==> src/rtl/regarb_pkg.sv <==
// Shared definitions for the register-file write arbiter: requester indices,
// FSM state encoding and small index helpers.
package regarb_pkg;

    localparam int NUM_REQ = 3;

    localparam logic [1:0] REQ_ALU    = 2'd0;
    localparam logic [1:0] REQ_MEM    = 2'd1;
    localparam logic [1:0] REQ_IMM    = 2'd2;
    localparam logic [1:0] GRANT_NONE = 2'd3;

    typedef enum logic [1:0] {
        ST_IDLE   = 2'd0,
        ST_ACTIVE = 2'd1,
        ST_FROZEN = 2'd2
    } arb_state_e;

    function automatic logic [1:0] onehot_to_idx(input logic [2:0] oh);
        logic [1:0] idx;
        idx = GRANT_NONE;
        if (oh[0]) begin
            idx = REQ_ALU;
        end else if (oh[1]) begin
            idx = REQ_MEM;
        end else if (oh[2]) begin
            idx = REQ_IMM;
        end
        return idx;
    endfunction

    function automatic logic [1:0] next_rr(input logic [1:0] idx);
        logic [1:0] nxt;
        nxt = (idx == REQ_IMM) ? REQ_ALU : idx + 2'd1;
        return nxt;
    endfunction

endpackage

==> src/rtl/regarb_rr_select.sv <==
// Picks one pending requester: round-robin from rr_i, or fixed priority
// IMM > MEM > ALU when REGARB_FIXED_PRIO_EN is defined (rr_i then ignored).
module regarb_rr_select
    import regarb_pkg::*;
(
    input  logic [2:0] pending_i,
    input  logic [1:0] rr_i,
    output logic [2:0] grant_o
);

`ifdef REGARB_FIXED_PRIO_EN
    always_comb begin
        grant_o = 3'b000;
        if (pending_i[REQ_IMM]) begin
            grant_o[REQ_IMM] = 1'b1;
        end else if (pending_i[REQ_MEM]) begin
            grant_o[REQ_MEM] = 1'b1;
        end else if (pending_i[REQ_ALU]) begin
            grant_o[REQ_ALU] = 1'b1;
        end
    end
`else
    logic [2:0] first_oh;
    logic [2:0] second_oh;
    logic [2:0] third_oh;

    // Search order is a rotation of ALU, MEM, IMM starting at rr_i.
    always_comb begin
        first_oh  = 3'b001;
        second_oh = 3'b010;
        third_oh  = 3'b100;
        case (rr_i)
            2'd1: begin
                first_oh  = 3'b010;
                second_oh = 3'b100;
                third_oh  = 3'b001;
            end
            2'd2: begin
                first_oh  = 3'b100;
                second_oh = 3'b001;
                third_oh  = 3'b010;
            end
            default: begin
                first_oh  = 3'b001;
                second_oh = 3'b010;
                third_oh  = 3'b100;
            end
        endcase
    end

    always_comb begin
        grant_o = 3'b000;
        if (|(pending_i & first_oh)) begin
            grant_o = first_oh;
        end else if (|(pending_i & second_oh)) begin
            grant_o = second_oh;
        end else if (|(pending_i & third_oh)) begin
            grant_o = third_oh;
        end
    end
`endif

endmodule

==> src/rtl/regfile_write_arbiter.sv <==
// Arbitrates ALU/MEM/IMM write-back requests onto a single register-file write
// port. Build option: REGARB_FIXED_PRIO_EN selects fixed priority over round-robin.
module regfile_write_arbiter
    import regarb_pkg::*;
#(
    parameter int dataSize = 8,
    parameter int numReg   = 2
) (
    input  logic                      CLK,
    input  logic                      Reset,
    input  logic [2:0]                ReqValid,
    output logic [2:0]                ReqReady,
    input  logic [3*numReg-1:0]       ReqAddr,
    input  logic [3*dataSize-1:0]     ReqData,
    input  logic                      Freeze,
    output logic [numReg-1:0]         WriteReg,
    output logic [dataSize-1:0]       WriteData,
    output logic                      RegWriteCtrl,
    output logic                      LoadImm,
    output logic [1:0]                GrantId,
    output logic                      Idle,
    output arb_state_e                DbgState
);

    // Handshake: a requester transfers when ReqValid[i] and ReqReady[i] are both
    // high at a rising CLK edge; ReqReady never depends on ReqValid.

    logic [2:0]          pend_q, pend_d;
    logic [numReg-1:0]   addr_q [NUM_REQ];
    logic [numReg-1:0]   addr_d [NUM_REQ];
    logic [dataSize-1:0] data_q [NUM_REQ];
    logic [dataSize-1:0] data_d [NUM_REQ];
    arb_state_e          state_q, state_d;
    logic [1:0]          rr_sel;
    logic [2:0]          sel;
    logic [2:0]          grant;
    logic [2:0]          accept;
    logic [1:0]          gidx;

`ifdef REGARB_FIXED_PRIO_EN
    assign rr_sel = 2'd0;
`else
    logic [1:0] rr_q, rr_d;
    assign rr_sel = rr_q;

    always_comb begin
        rr_d = rr_q;
        if (|grant) begin
            rr_d = next_rr(gidx);
        end
    end
`endif

    regarb_rr_select u_select (
        .pending_i (pend_q),
        .rr_i      (rr_sel),
        .grant_o   (sel)
    );

    assign grant    = Freeze ? 3'b000 : sel;
    assign gidx     = onehot_to_idx(grant);
    assign ReqReady = Reset ? 3'b000 : (~pend_q | grant);
    assign accept   = ReqValid & ReqReady;

    // A fresh accept on the grant edge reloads the buffer instead of clearing it.
    always_comb begin
        pend_d = pend_q;
        addr_d = addr_q;
        data_d = data_q;
        for (int i = 0; i < NUM_REQ; i++) begin
            if (accept[i]) begin
                pend_d[i] = 1'b1;
                addr_d[i] = ReqAddr[i*numReg +: numReg];
                data_d[i] = ReqData[i*dataSize +: dataSize];
            end else if (grant[i]) begin
                pend_d[i] = 1'b0;
            end
        end
    end

    always_comb begin
        state_d = state_q;
        case (state_q)
            ST_IDLE: begin
                if (|pend_d) begin
                    state_d = Freeze ? ST_FROZEN : ST_ACTIVE;
                end
            end
            ST_ACTIVE, ST_FROZEN: begin
                if (!(|pend_d)) begin
                    state_d = ST_IDLE;
                end else begin
                    state_d = Freeze ? ST_FROZEN : ST_ACTIVE;
                end
            end
            default: state_d = ST_IDLE;
        endcase
    end

    always_comb begin
        RegWriteCtrl = |grant;
        LoadImm      = grant[REQ_IMM];
        GrantId      = gidx;
        WriteReg     = '0;
        WriteData    = '0;
        for (int i = 0; i < NUM_REQ; i++) begin
            if (grant[i]) begin
                WriteReg  = WriteReg | addr_q[i];
                WriteData = WriteData | data_q[i];
            end
        end
    end

    assign Idle     = (state_q == ST_IDLE);
    assign DbgState = state_q;

    always_ff @(posedge CLK or posedge Reset) begin
        if (Reset) begin
            pend_q  <= 3'b000;
            state_q <= ST_IDLE;
`ifndef REGARB_FIXED_PRIO_EN
            rr_q    <= 2'd0;
`endif
            for (int i = 0; i < NUM_REQ; i++) begin
                addr_q[i] <= '0;
                data_q[i] <= '0;
            end
        end else begin
            pend_q  <= pend_d;
            state_q <= state_d;
`ifndef REGARB_FIXED_PRIO_EN
            rr_q    <= rr_d;
`endif
            addr_q  <= addr_d;
            data_q  <= data_d;
        end
    end

endmodule

==> config.mk <==
export PLATFORM = sky130hd
export DESIGN_NAME = regfile_write_arbiter
export DESIGN_NICKNAME = d
export VERILOG_FILES = /design/src/rtl/regarb_pkg.sv /design/src/rtl/regarb_rr_select.sv /design/src/rtl/regfile_write_arbiter.sv
export SDC_FILE = /design/constraint.sdc
export NUM_CORES = 1
export LEC_CHECK = 0
export CORE_ASPECT_RATIO = 0.8
export CORE_MARGIN = 4
export CORE_UTILIZATION = 53
export CTS_BUF_LIST = sky130_fd_sc_hd__clkbuf_4
export DETAILED_ROUTE_END_ITERATION = 10
export PLACE_DENSITY = 0.95
export SLEW_MARGIN = 0
export SYNTH_ARGS = -nofsm -noshare
export SYNTH_HDL_FRONTEND = slang
export SYNTH_SLANG_ARGS = --single-unit
==> constraint.sdc <==
create_clock -name CLK -period 6.75 [get_ports CLK]
set_clock_uncertainty 0.05 [all_clocks]
set_input_delay 1.35 -clock CLK [delete_from_list [all_inputs] [get_ports CLK]]
set_output_delay 1.35 -clock CLK [all_outputs]
set_load 0.005 [all_outputs]
==> results.py <==
metrics = {
    "outcome": {
        "status": "complete, no violations",
    },
    "floorplan": {
        "die_area_mm2": 0.00475,
        "die_w_um": 76.1,
        "core_area_mm2": 0.00349,
        "die_h_um": 62.5,
        "start_util": 0.562,
        "num_rows": 19,
        "design.portCount": 56,
    },
    "global_routing": {
        "grt_pass1_vias": 1555,
        "met1_usage": 0.247,
        "overflow": 0,
        "grt_max_degree": 40,
        "grtUsageTotal": 0.191,
        "grt_busiest_layer": "met2",
        "met2_usage": 0.310,
        "grt_use_met3": 0.0504,
        "grt_pass1_wl_um": 7330,
        "antenna_found_initial": 0,
    },
    "min_path": {
        "hold_end": "data_q[16]",
        "hp-class": "flop to flop",
        "hold_start": "data_q[16]",
        "whs_path_depth": 1,
    },
    "layout": {
        "finish.utilization": 0.743,
        "syn_to_final_growth_pct": 32.1,
        "fillers": 237,
        "nets": 254,
        "stdcell_count": 257,
        "diodes": 0,
        "drive_gt1_frac": 0.219,
        "design_area_mm2": 0.00260,
    },
    "cts": {
        "cts_buffers": 5,
        "ctsHoldBuffers": 0,
        "clock_latency_ns": 0.34,
        "clockBufferDepth": 2,
        "cts_tree": "built",
        "clkSinkCount": 37,
        "cts_resized": 0,
        "cts_setup_buffers": 0,
        "htreeDepth": 2,
        "cts.clk_slew.worst_paths_ns": 0.11,
        "cts_root_buf": "clkbuf_4",
    },
    "sta": {
        "fin_crit_sh": 0.757,
        "fin_tns_setup_ns": 0,
        "relSlewSlack": 0.323,
        "rsz0062_at_grt": "no",
        "setup_ws_ns": 1.64,
        "finalSetupViolCount": 0,
        "period_needed_ns": 5.11,
        "tightest_slew_ns": 1.01,
        "final_hold_viol_count": 0,
        "slew_violations": 0,
        "hold_ws_ns": 0.475,
        "max_freq_ghz": 0.196,
    },
    "routing": {
        "via_per_inst": 5.68,
        "post_drt_wl_per_cell_um": 17.3,
        "drt_iter0_markers": 159,
        "drc": 0,
        "wl_um": 4440,
        "drt-pass1-iter-count": 4,
        "ant_nets": 0,
        "vias": 1459,
    },
    "setup_path": {
        "worst_r2r_endpoint": "data_q[7]",
        "r2r_slack_ns": 3.48,
        "crit_type": "primary input to primary output",
        "cp_cell_sequence": "clkdlybuf4s50_1 > a311oi_2 > nor2b_1 > nor2_1 > clkdlybuf4s50_1",
        "r2r-start": "rr_q[0]",
        "startpoint": "Freeze",
        "cp-end-kind": "primary output",
        "critPathLaunchType": "primary input",
        "cp_slowest_cell": "a311oi_2",
        "critPathMostFrequentCell": "clkdlybuf4s50_1",
        "cp_data_required_time_ns": 5.35,
        "path_max_fanout": 15,
        "max_stage_delay_ns": 0.87,
        "r2r_cells": 8,
        "arrival_ns": 3.71,
    },
    "placed_design": {
        "port_buffers": 55,
        "hpwl_um": 3200,
        "placed_cell_area_mm2": 0.00254,
        "dp_slack_ns": 1.63,
        "place_congestion": 0.715,
        "placed_cells": 249,
    },
    "yosys": {
        "synth.avg_cell_area_um2": 12.4,
        "synth_cells": 158,
        "yosysTopAreaCellShare": 0.471,
        "synth.most_common_cell": "dfrtp_1",
        "synth_edf_count": 0,
        "synth_area_leaders": "dfrtp_1, mux2_4, mux2_2, a222oi_1, inv_1",
        "synth_nets": 198,
        "ys_seq_area_frac": 0.471,
        "synth_top_area_cell": "dfrtp_1",
        "yosysUniqueCellTypes": 30,
        "syn_area_mm2": 0.00197,
        "ys_async_sr_fraction": 1.00,
        "synth_top_flop_cell": "dfrtp_1",
        "yosys_warnings": 0,
        "synth_commonest_cells": "dfrtp_1, mux2_4, inv_1",
        "yosys_register_bits": 37,
    },
    "power_and_ir_drop": {
        "vdd_ir_drop_max_mv": 0.290,
        "finalPower_mw": 1.34,
        "p_leak_nw": 1.19,
        "power.density_mw_per_mm2": 516,
    },
    "job": {
        "drv_cap": 0,
    },
}
==> report_power, final <==
| part | internal (mW) | switching (mW) |
|---|---|---|
| sequential | 0.334 | 0.0877 |
| clock | 0.0447 | 0.0745 |
| combinational | 0.466 | 0.332 |
==> worst max-delay path by stage <==
stage | slack (ns) | cells past startpoint | end
after floorplan | 3.16 | 4 | GrantId[0]
after global placement | 1.62 | 5 | ReqReady[1]
after detailed placement | 1.63 | 5 | ReqReady[1]
after CTS | 1.63 | 5 | ReqReady[1]
after global routing | 1.48 | 5 | ReqReady[1]
final | 1.64 | 5 | ReqReady[1]
==> cells in the final DEF, fill, tap and decap left out <==
cell,n
mux2_4,20
a311oi_4,2
nor2b_1,4
buf_4,1
nor2_4,1
inv_1,16
nand2b_1,2
nand2_1,7
a311oi_2,1
nor4_2,1
nor2_1,9
clkdlybuf4s50_1,55
a21oi_1,2
nor2b_2,2
a21o_1,5
mux2_2,10
a22oi_1,3
or2_2,1
clkinvlp_4,2
mux2i_1,2
o31a_1,1
or3b_1,2
ha_1,4
clkbuf_4,6
o21ai_1,1
dfrtp_1,37
or3_1,2
o21ai_0,5
a222oi_1,10
nor3_1,1
==> sequential cells by signal, indices dropped and copies added (netlist names) <==
name	flops
DbgState	2
addr_q	6
data_q	24
pend_q	3
rr_q	2
==> routing by layer <==
| layer | share of wire | vias to the layer above |
|---|---|---|
| met3 | 0.043 | 2 |
| met4 | 0.0034 | 0 |
| li1 | - | 685 |
| met2 | 0.51 | 41 |
| met1 | 0.44 | 731 |
| met5 | 0 | - |
==> logic make-up after synthesis <==
kind of cell,after synthesis,share of synthesized area
DFF,37,0.471
adders and majority gates,4,0.0255
and+or+nand+nor,32,0.0917
buffers and inverters,23,0.0509
AOI/OAI and AO/OA,30,0.141
muxes,32,0.220
==> area by class of cell <==
class | count | area (µm²) | area share
Timing Repair Buffer | 56 | 558 | 0.215
Inverter | 16 | 60.1 | 0.0231
Clock inverter | 2 | 15.0 | 0.00578
Sequential cell | 37 | 926 | 0.357
Multi-Input combinational cell | 98 | 940 | 0.362
Tap cell | 42 | 52.6 | 0.0202
Clock buffer | 6 | 45.0 | 0.0173
==> worst max-delay path: cells and delay by family <==
family	cells	cell delay, ns
AND/OR/NAND/NOR	2	0.42
buffers and inverters	2	1.07
AO/OA/AOI/OAI	1	0.87
No activity file was read; power rests on OpenSTA's default activity.
